[config.mk]
export PLATFORM = sky130hd
export DESIGN_NAME = serial_pattern_ctrl
export DESIGN_NICKNAME = d
export VERILOG_FILES = /design/src/rtl/serial_pattern_ctrl.sv
export SDC_FILE = /design/constraint.sdc
export NUM_CORES = 1
export LEC_CHECK = 0
export CAP_MARGIN = 0
export CORE_MARGIN = 1.5
export CORE_UTILIZATION = 27
export DETAILED_ROUTE_END_ITERATION = 10
export MAX_ROUTING_LAYER = met4
export PLACE_DENSITY = 0.53
export SLEW_MARGIN = 20
export SYNTH_ARGS = -nofsm -noshare
export SYNTH_HDL_FRONTEND = slang
export SYNTH_SLANG_ARGS = --single-unit
[constraint.sdc]
create_clock -name clk -period 2.2 [get_ports clk]
set_input_delay 0.66 -clock clk [delete_from_list [all_inputs] [get_ports clk]]
set_output_delay 0.66 -clock clk [all_outputs]
set_load 0.1 [all_outputs]
[src/rtl/serial_pattern_ctrl.sv]
// Purpose : accepts parallel words and scans them MSB-first through a programmable overlapping 4-bit Moore detector.
// Latency : word accepted in IDLE, WORD_W SHIFT cycles, one DONE cycle; match pulses one cycle after the completing bit.
// Backpress: in_ready is low outside IDLE and while pat_load is high; an offered word waits until it is taken.
//
// Ports:
//   clk, rst                 clock and synchronous active-high reset
//   in_data/in_valid/in_ready word handshake
//   pattern, pat_load        detect pattern (oldest bit in [3]); loads only in IDLE
//   clear_count              zeroes match_count in any state, wins over an increment
//   busy, match, word_done   status: scanning, hit pulse, end-of-word pulse
//   match_count              saturating hit count
//   last_pos                 (MATCH_POS_EN only) in-word index of the last completing bit, 0 = MSB
//
// Optional feature macro: MATCH_POS_EN adds the last_pos output.
module serial_pattern_ctrl #(
    parameter int WORD_W = 8,
    parameter int CNT_W  = 8
) (
    input  logic              clk,
    input  logic              rst,
    input  logic [WORD_W-1:0] in_data,
    input  logic              in_valid,
    output logic              in_ready,
    input  logic [3:0]        pattern,
    input  logic              pat_load,
    input  logic              clear_count,
    output logic              busy,
    output logic              match,
    output logic              word_done,
    output logic [CNT_W-1:0]  match_count
`ifdef MATCH_POS_EN
    ,
    output logic [$clog2(WORD_W)-1:0] last_pos
`endif
);

    localparam int POS_W = $clog2(WORD_W);

    typedef enum logic [1:0] {
        IDLE  = 2'd0,
        SHIFT = 2'd1,
        DONE  = 2'd2
    } state_t;

    state_t            state;
    state_t            state_nxt;
    logic [WORD_W-1:0] sreg;
    logic [POS_W-1:0]  bit_idx;
    logic [3:0]        pat_reg;
    logic [3:0]        hist;
    logic [3:0]        hist_nxt;
    logic [2:0]        fill;
    logic [2:0]        fill_nxt;
    logic              hit;
    logic              accept;

    assign accept = in_valid && in_ready;

    // State register
    always_ff @(posedge clk) begin
        if (rst) begin
            state <= IDLE;
        end else begin
            state <= state_nxt;
        end
    end

    // Next-state logic
    always_comb begin
        state_nxt = state;
        case (state)
            IDLE:    if (accept) state_nxt = SHIFT;
            SHIFT:   if (bit_idx == '0) state_nxt = DONE;
            DONE:    state_nxt = IDLE;
            default: state_nxt = IDLE;
        endcase
    end

    // FSM outputs
    always_comb begin
        in_ready  = (state == IDLE) && !pat_load;
        busy      = (state != IDLE);
        word_done = (state == DONE);
    end

    // Detector view of the bit being shifted this cycle. fill counts valid
    // history bits so a pattern cannot match against the zeroed history
    // left by reset or a pattern load.
    always_comb begin
        hist_nxt = {hist[2:0], sreg[WORD_W-1]};
        fill_nxt = (fill == 3'd4) ? fill : fill + 3'd1;
        hit      = (state == SHIFT) && (hist_nxt == pat_reg) && (fill_nxt == 3'd4);
    end

    // Datapath: shift register, bit counter, pattern and detector history.
    // History is deliberately kept across words so hits can straddle them.
    always_ff @(posedge clk) begin
        if (rst) begin
            sreg    <= '0;
            bit_idx <= '0;
            pat_reg <= 4'b1101;
            hist    <= '0;
            fill    <= '0;
            match   <= 1'b0;
        end else begin
            match <= hit;
            case (state)
                IDLE: begin
                    if (pat_load) begin
                        pat_reg <= pattern;
                        hist    <= '0;
                        fill    <= '0;
                    end else if (accept) begin
                        sreg    <= in_data;
                        bit_idx <= POS_W'(WORD_W - 1);
                    end
                end
                SHIFT: begin
                    sreg <= {sreg[WORD_W-2:0], 1'b0};
                    hist <= hist_nxt;
                    fill <= fill_nxt;
                    if (bit_idx != '0) begin
                        bit_idx <= bit_idx - 1'b1;
                    end
                end
                default: ;
            endcase
        end
    end

    // Saturating hit counter; clear wins over a simultaneous hit.
    always_ff @(posedge clk) begin
        if (rst) begin
            match_count <= '0;
        end else if (clear_count) begin
            match_count <= '0;
        end else if (hit && (match_count != '1)) begin
            match_count <= match_count + 1'b1;
        end
    end

`ifdef MATCH_POS_EN
    // bit_idx counts down from WORD_W-1, so the in-word position of the
    // completing bit is its complement against WORD_W-1.
    always_ff @(posedge clk) begin
        if (rst) begin
            last_pos <= '0;
        end else if (hit) begin
            last_pos <= POS_W'(WORD_W - 1) - bit_idx;
        end
    end
`endif

endmodule

# [Word-level counts from Yosys, hierarchy flattened]
# Cells that the tools add are included.
[classes] reduce_logical=17 n_addsub=3 n_mux=15 eq_ne=11
[op_table] cell="$mux 3" count=6
[op_table] cell="$pmux 3 s2" count=3
[op_table] cell="$mux 8" count=2
[op_table] cell="$pmux 8 s2" count=1
[op_table] cell="$add 8x1->8 const B" count=1
[op_table] cell="$ne 2x2->1 const B" count=4
[op_table] cell="$ne 8x8->1 const B" count=1
[op_table] cell="$eq 3x3->1 const B" count=2
[op_table] cell="$reduce_and 2->1" count=3
[op_table] cell="$logic_and 1x1->1" count=5
[op_table] cell="$eq 4x4->1" count=1
[op_table] cell="$mux 2" count=2
[op_table] cell="$pmux 2 s2" count=1
[op_table] cell="$reduce_and 4->1" count=1
[op_table] cell="$reduce_bool 2->1" count=2
[op_table] cell="$add 3x1->3 const B" count=1
[op_table] cell="$logic_not 3->1" count=1
[op_table] cell="$reduce_and 3->1" count=1
[op_table] cell="$reduce_bool 3->1" count=1
[op_table] cell="$sub 3x1->3 const B" count=1
[op_table] cell="$eq 2x1->1 const B" count=1
[op_table] cell="$eq 2x2->1 const B" count=1
[op_table] cell="$logic_not 2->1" count=1
[op_table] cell="$ne 2x1->1 const B" count=1
[op_table] cell="2 further kinds" count=2
[word_totals] reg_bits=32 word_cells=54 out_inout_bits=12

# [Logic depth before layout (Yosys ltp)]
[logic_depth] depth_word=6 mapped_depth=8 ltp_nobuf=7

# [Worst setup path before layout]
# OpenSTA, ideal clock, no wires.
[synth_path] path_type="register -> output" start="register state[1]" end="output port in_ready" arrival_time_ns=2.463 path_buffers=0 slack_ns=-0.923 path_stages_with_launch=4 required_ns=1.540 cell_sequence="dfxtp_1 > nor2_1 > inv_1 > nor2_1"
[synth_via] elab_chain_len=2
[synth_lines] item="start, declared" line_no="45" source="state_t state;"
[synth_lines] item="start signal, assigned" line_no="64" source="state <= state_nxt;"
[synth_lines] item="$logic_not 2->1" line_no="81" source="in_ready = (state == IDLE) && !pat_load;"
[synth_lines] item="$logic_and 1x1->1" line_no="81"
[synth_lines] item="end, declared" line_no="23" source="output logic in_ready,"
# Every way passes these cells.

# [Worst setup path in the final report]
[layout_path] start="register fill[1]" end="register match_count[5]"
[layout_via] elab_chain_len=5 word_cells_on_any_way=6 classes_between="1 x add/sub; 2 x eq/ne; 1 x mux; 2 x reduce/logical"
[layout_lines] item="start, declared" line_no="52" source="logic [2:0] fill;"
[layout_lines] item="start signal, assigned" line_no="121" source="fill <= fill_nxt;"
[layout_lines] item="$add 3x1->3 / $eq 3x3->1 (equally long branches)" line_no="91" source="fill_nxt = (fill == 3'd4) ? fill : fill + 3'd1;"
[layout_lines] item="$mux 3 (*)" line_no="91"
[layout_lines] item="$eq 3x3->1 (*)" line_no="92" source="hit = (state == SHIFT) && (hist_nxt == pat_reg) && (fill_nxt == 3'd4);"
[layout_lines] item="$logic_and 1x1->1 (*)" line_no="92"
[layout_lines] item="$logic_and 1x1->1 (*)" line_no="137" source="end else if (hit && (match_count != '1)) begin"
[layout_lines] item="end signal, assigned" line_no="138" source="match_count <= match_count + 1'b1;"
[layout_lines] item="end, declared" line_no="30" source="output logic [CNT_W-1:0] match_count"
# Mark *: on every way between the ends. The rest lies on a longest branch, timed or not.
# A chain may end at the register's enable or synchronous reset.

==> results.toml <==
[die]
core_um2 = 5440
die_area_um2 = 6040
start_util = 0.277
row_count = 27
die_y_um = 77.7
die_w_um = 77.7
io_pins = 29

[grt]
grt_max_degree = 26
antenna_found_initial = 0
grt_pass1_wl_mm = 5.95
grt_pass1_vias = 1322
globalRouteTotalUtil = 0.128
overflow = 0

[sta]
post-route-period-util = 0.959
hold_viol = 0
slew_headroom = 0.704
rsz0062_at_grt = "no"
fin_ws_ns = 0.0899
hold_slack_ns = 0.473
finalSetupViolCount = 0
fmax_mhz = 474
period_needed_ns = 2.11
tns_ns = 0
skew_ns = 0.00626
drv_slew = 0
worst_pin_slew_ns = 0.445

[final_layout]
nets = 245
layout-drive-gt1-share = 0.223
diodes = 0
final_common_cell = "nand2_1"
layout_common_cells = "nand2_1, dfxtp_1, nor2_1, buf_4, clkdlybuf4s50_1"
area_growth_syn_to_layout_pct = 43.3

[worst_setup_path]
cpPeakStageDelay_ns = 0.46
worstSetupStartpoint = "fill[1]$_SDFFE_PP0P_"
rr_startpoint = "fill[1]$_SDFFE_PP0P_"
critPathKind = "reg -> reg"
critical-path-slowest-cell = "or4_4"
worst_setup_path_end_kind = "flip-flop"
cp.required_ns = 2.42
r2r_slack_ns = 0.09
cp_data_arrival_time_ns = 2.33
cp_common_cell = "or4_4"
critPathLaunchType = "flip-flop"
cp_max_fo = 5
crit_chain = "inv_1, ha_4, a21bo_2, a211o_1, or4_4, or4_4, a21oi_2"

[clock_tree]
clkLatencyLatePin_ns = 0.28
htree_levels = 2
clkSinkCount = 32
root_buffer = "clkbuf_8"
cts_tree = "yes"
cts_made_buffers = 5
postCtsHoldBufs = 0
clk_path_buf_depth = 2
clk_pin_slew_ns = 0.07

[detailed_routing]
drtAntennaViolNets = 0
dr.pass1.iters = 4
routedWlPerCell_um = 11.4
drt_wl_total_mm = 3.39
drt_iter0_markers = 29
vias = 1411
drc = 0
vias_per_cell = 4.77

[synthesis]
synthTopCellsByArea = "dfxtp_1, nand2_1, a21oi_1"
synth_top_area_cell = "dfxtp_1"
syn_area_um2 = 1510
synthCells = 184
syn-mean-instance-area_um2 = 8.19
synth-seq-area-share = 0.425
ys_types = 36
ys_seq_elements = 32
ys_warn_count = 0
synth_top_area_share = 0.425
synth_nets = 206

[placement]
numPortBuffers = 28
place.detailed.hpwl_mm = 2.41
routabilityCongestion = 0.808
post-place-ws_ns = -0.00809

[power]
p_leak_uw = 0.000785
peakVddDrop_uv = 221
powerDensity_nw_per_um2 = 630

[hold_path]
hold_class = "reg -> reg"
worstHoldStart = "sreg[2]$_SDFFE_PP0P_"

[status]
outcome = "finished, final reports clean"

[run]
drv_cap = 0
-- report_power, final --
group / total [uW] / internal [uW] / leakage, uW / switching (uW)
logic: 265 / 121 / 0.000475 / 144
clock network: 463 / 255 / 0.0000455 / 208
registers: 634 / 614 / 0.000264 / 19.6
total: 1360 / 990 / 0.000785 / 371
-- Yosys cell counts --
library cell  number
nand4_1            1
a221oi_1           1
nand3b_1           3
and2b_1            1
or2_2              1
nor3b_1            1
or3_1              3
nand2b_1           1
nor3_1             5
dfxtp_1           32
a211o_1            4
or4_1              1
nor4_1             2
a21oi_1           16
xor2_1             2
and4_1             1
or2b_1             1
o21ai_0            4
nand2_1           27
nor2_1            18
buf_6              1
inv_1              7
xnor2_1            3
ha_1               5
o31ai_1            1
clkbuf_1           7
a21boi_0           1
a211oi_1           1
a21bo_2            1
o211ai_2           1
and3_1             3
nor2b_1            4
nand3_1           14
a311oi_1           8
buf_4              1
or4_4              1
-- cell families after synthesis --
| logic type | share of synthesized area |
|---|---|
| and+or+nand+nor | 0.285 |
| AOI/OAI and AO/OA | 0.172 |
| DFF | 0.425 |
| buffers and inverters | 0.0473 |
| xor gates and xnor gates | 0.0291 |
| adders and majority gates | 0.0415 |
-- worst max-delay path, delay by kind of cell (launching register included) --
family	cells	cell delay (ns)
DFF	1	0.32
adders and majority gates	1	0.17
AOI/OAI and AO/OA	3	0.60
and+or+nand+nor	2	0.89
buffers and inverters	1	0.07
-- worst paths after layout --
| check | endpoint | depth (start not counted) |
|---|---|---|
| max | match_count[5]$_SDFFE_PP0P_ | 7 |
| min | sreg[3]$_SDFFE_PP0P_ | 2 |
| max reg2reg | match_count[5]$_SDFFE_PP0P_ | 7 |
| min reg2reg | sreg[3]$_SDFFE_PP0P_ | 2 |
-- per-stage QoR --
step,cells,total power [uW],util,instance area (um2)
6_report,296,1360,0.397,2160
5_1_grt,296,1440,0.397,2160
4_1_cts,296,1380,0.392,2130
3_5_place_dp,285,909,0.369,2010
3_3_place_gp,285,906,0.369,2010
2_1_floorplan,184,809,-,1540
-- routing by layer --
| metal | part of all wire | wire (um) | track usage |
|---|---|---|---|
| met5 | 0 | 0 | - |
| met4 | 0.020 | 67 | 0.0545 |
| met3 | 0.040 | 135 | 0.0400 |
| met2 | 0.47 | 1600 | 0.193 |
| met1 | 0.47 | 1590 | 0.156 |
-- final cells by class --
class | instances | area, um2
Clock buffer | 8 | 90.1
Fill cell | 565 | 3280
Inverter | 7 | 30.0
Multi-Input combinational cell | 137 | 860
Sequential cell | 32 | 648
Tap cell | 72 | 90.1
Timing Repair Buffer | 40 | 443
-- repair_timing --
| action | in CTS | in global routing |
|---|---|---|
| endpoints found under the setup margin | 1 | 5 |
| buffers inserted | 2 | 0 |
| cloned | 1 | 0 |
| endpoints found under the hold margin | 0 | 0 |
| pin swaps | 4 | 1 |
| resized for setup | 3 | 9 |
No activity file was read; power rests on OpenSTA's default activity.
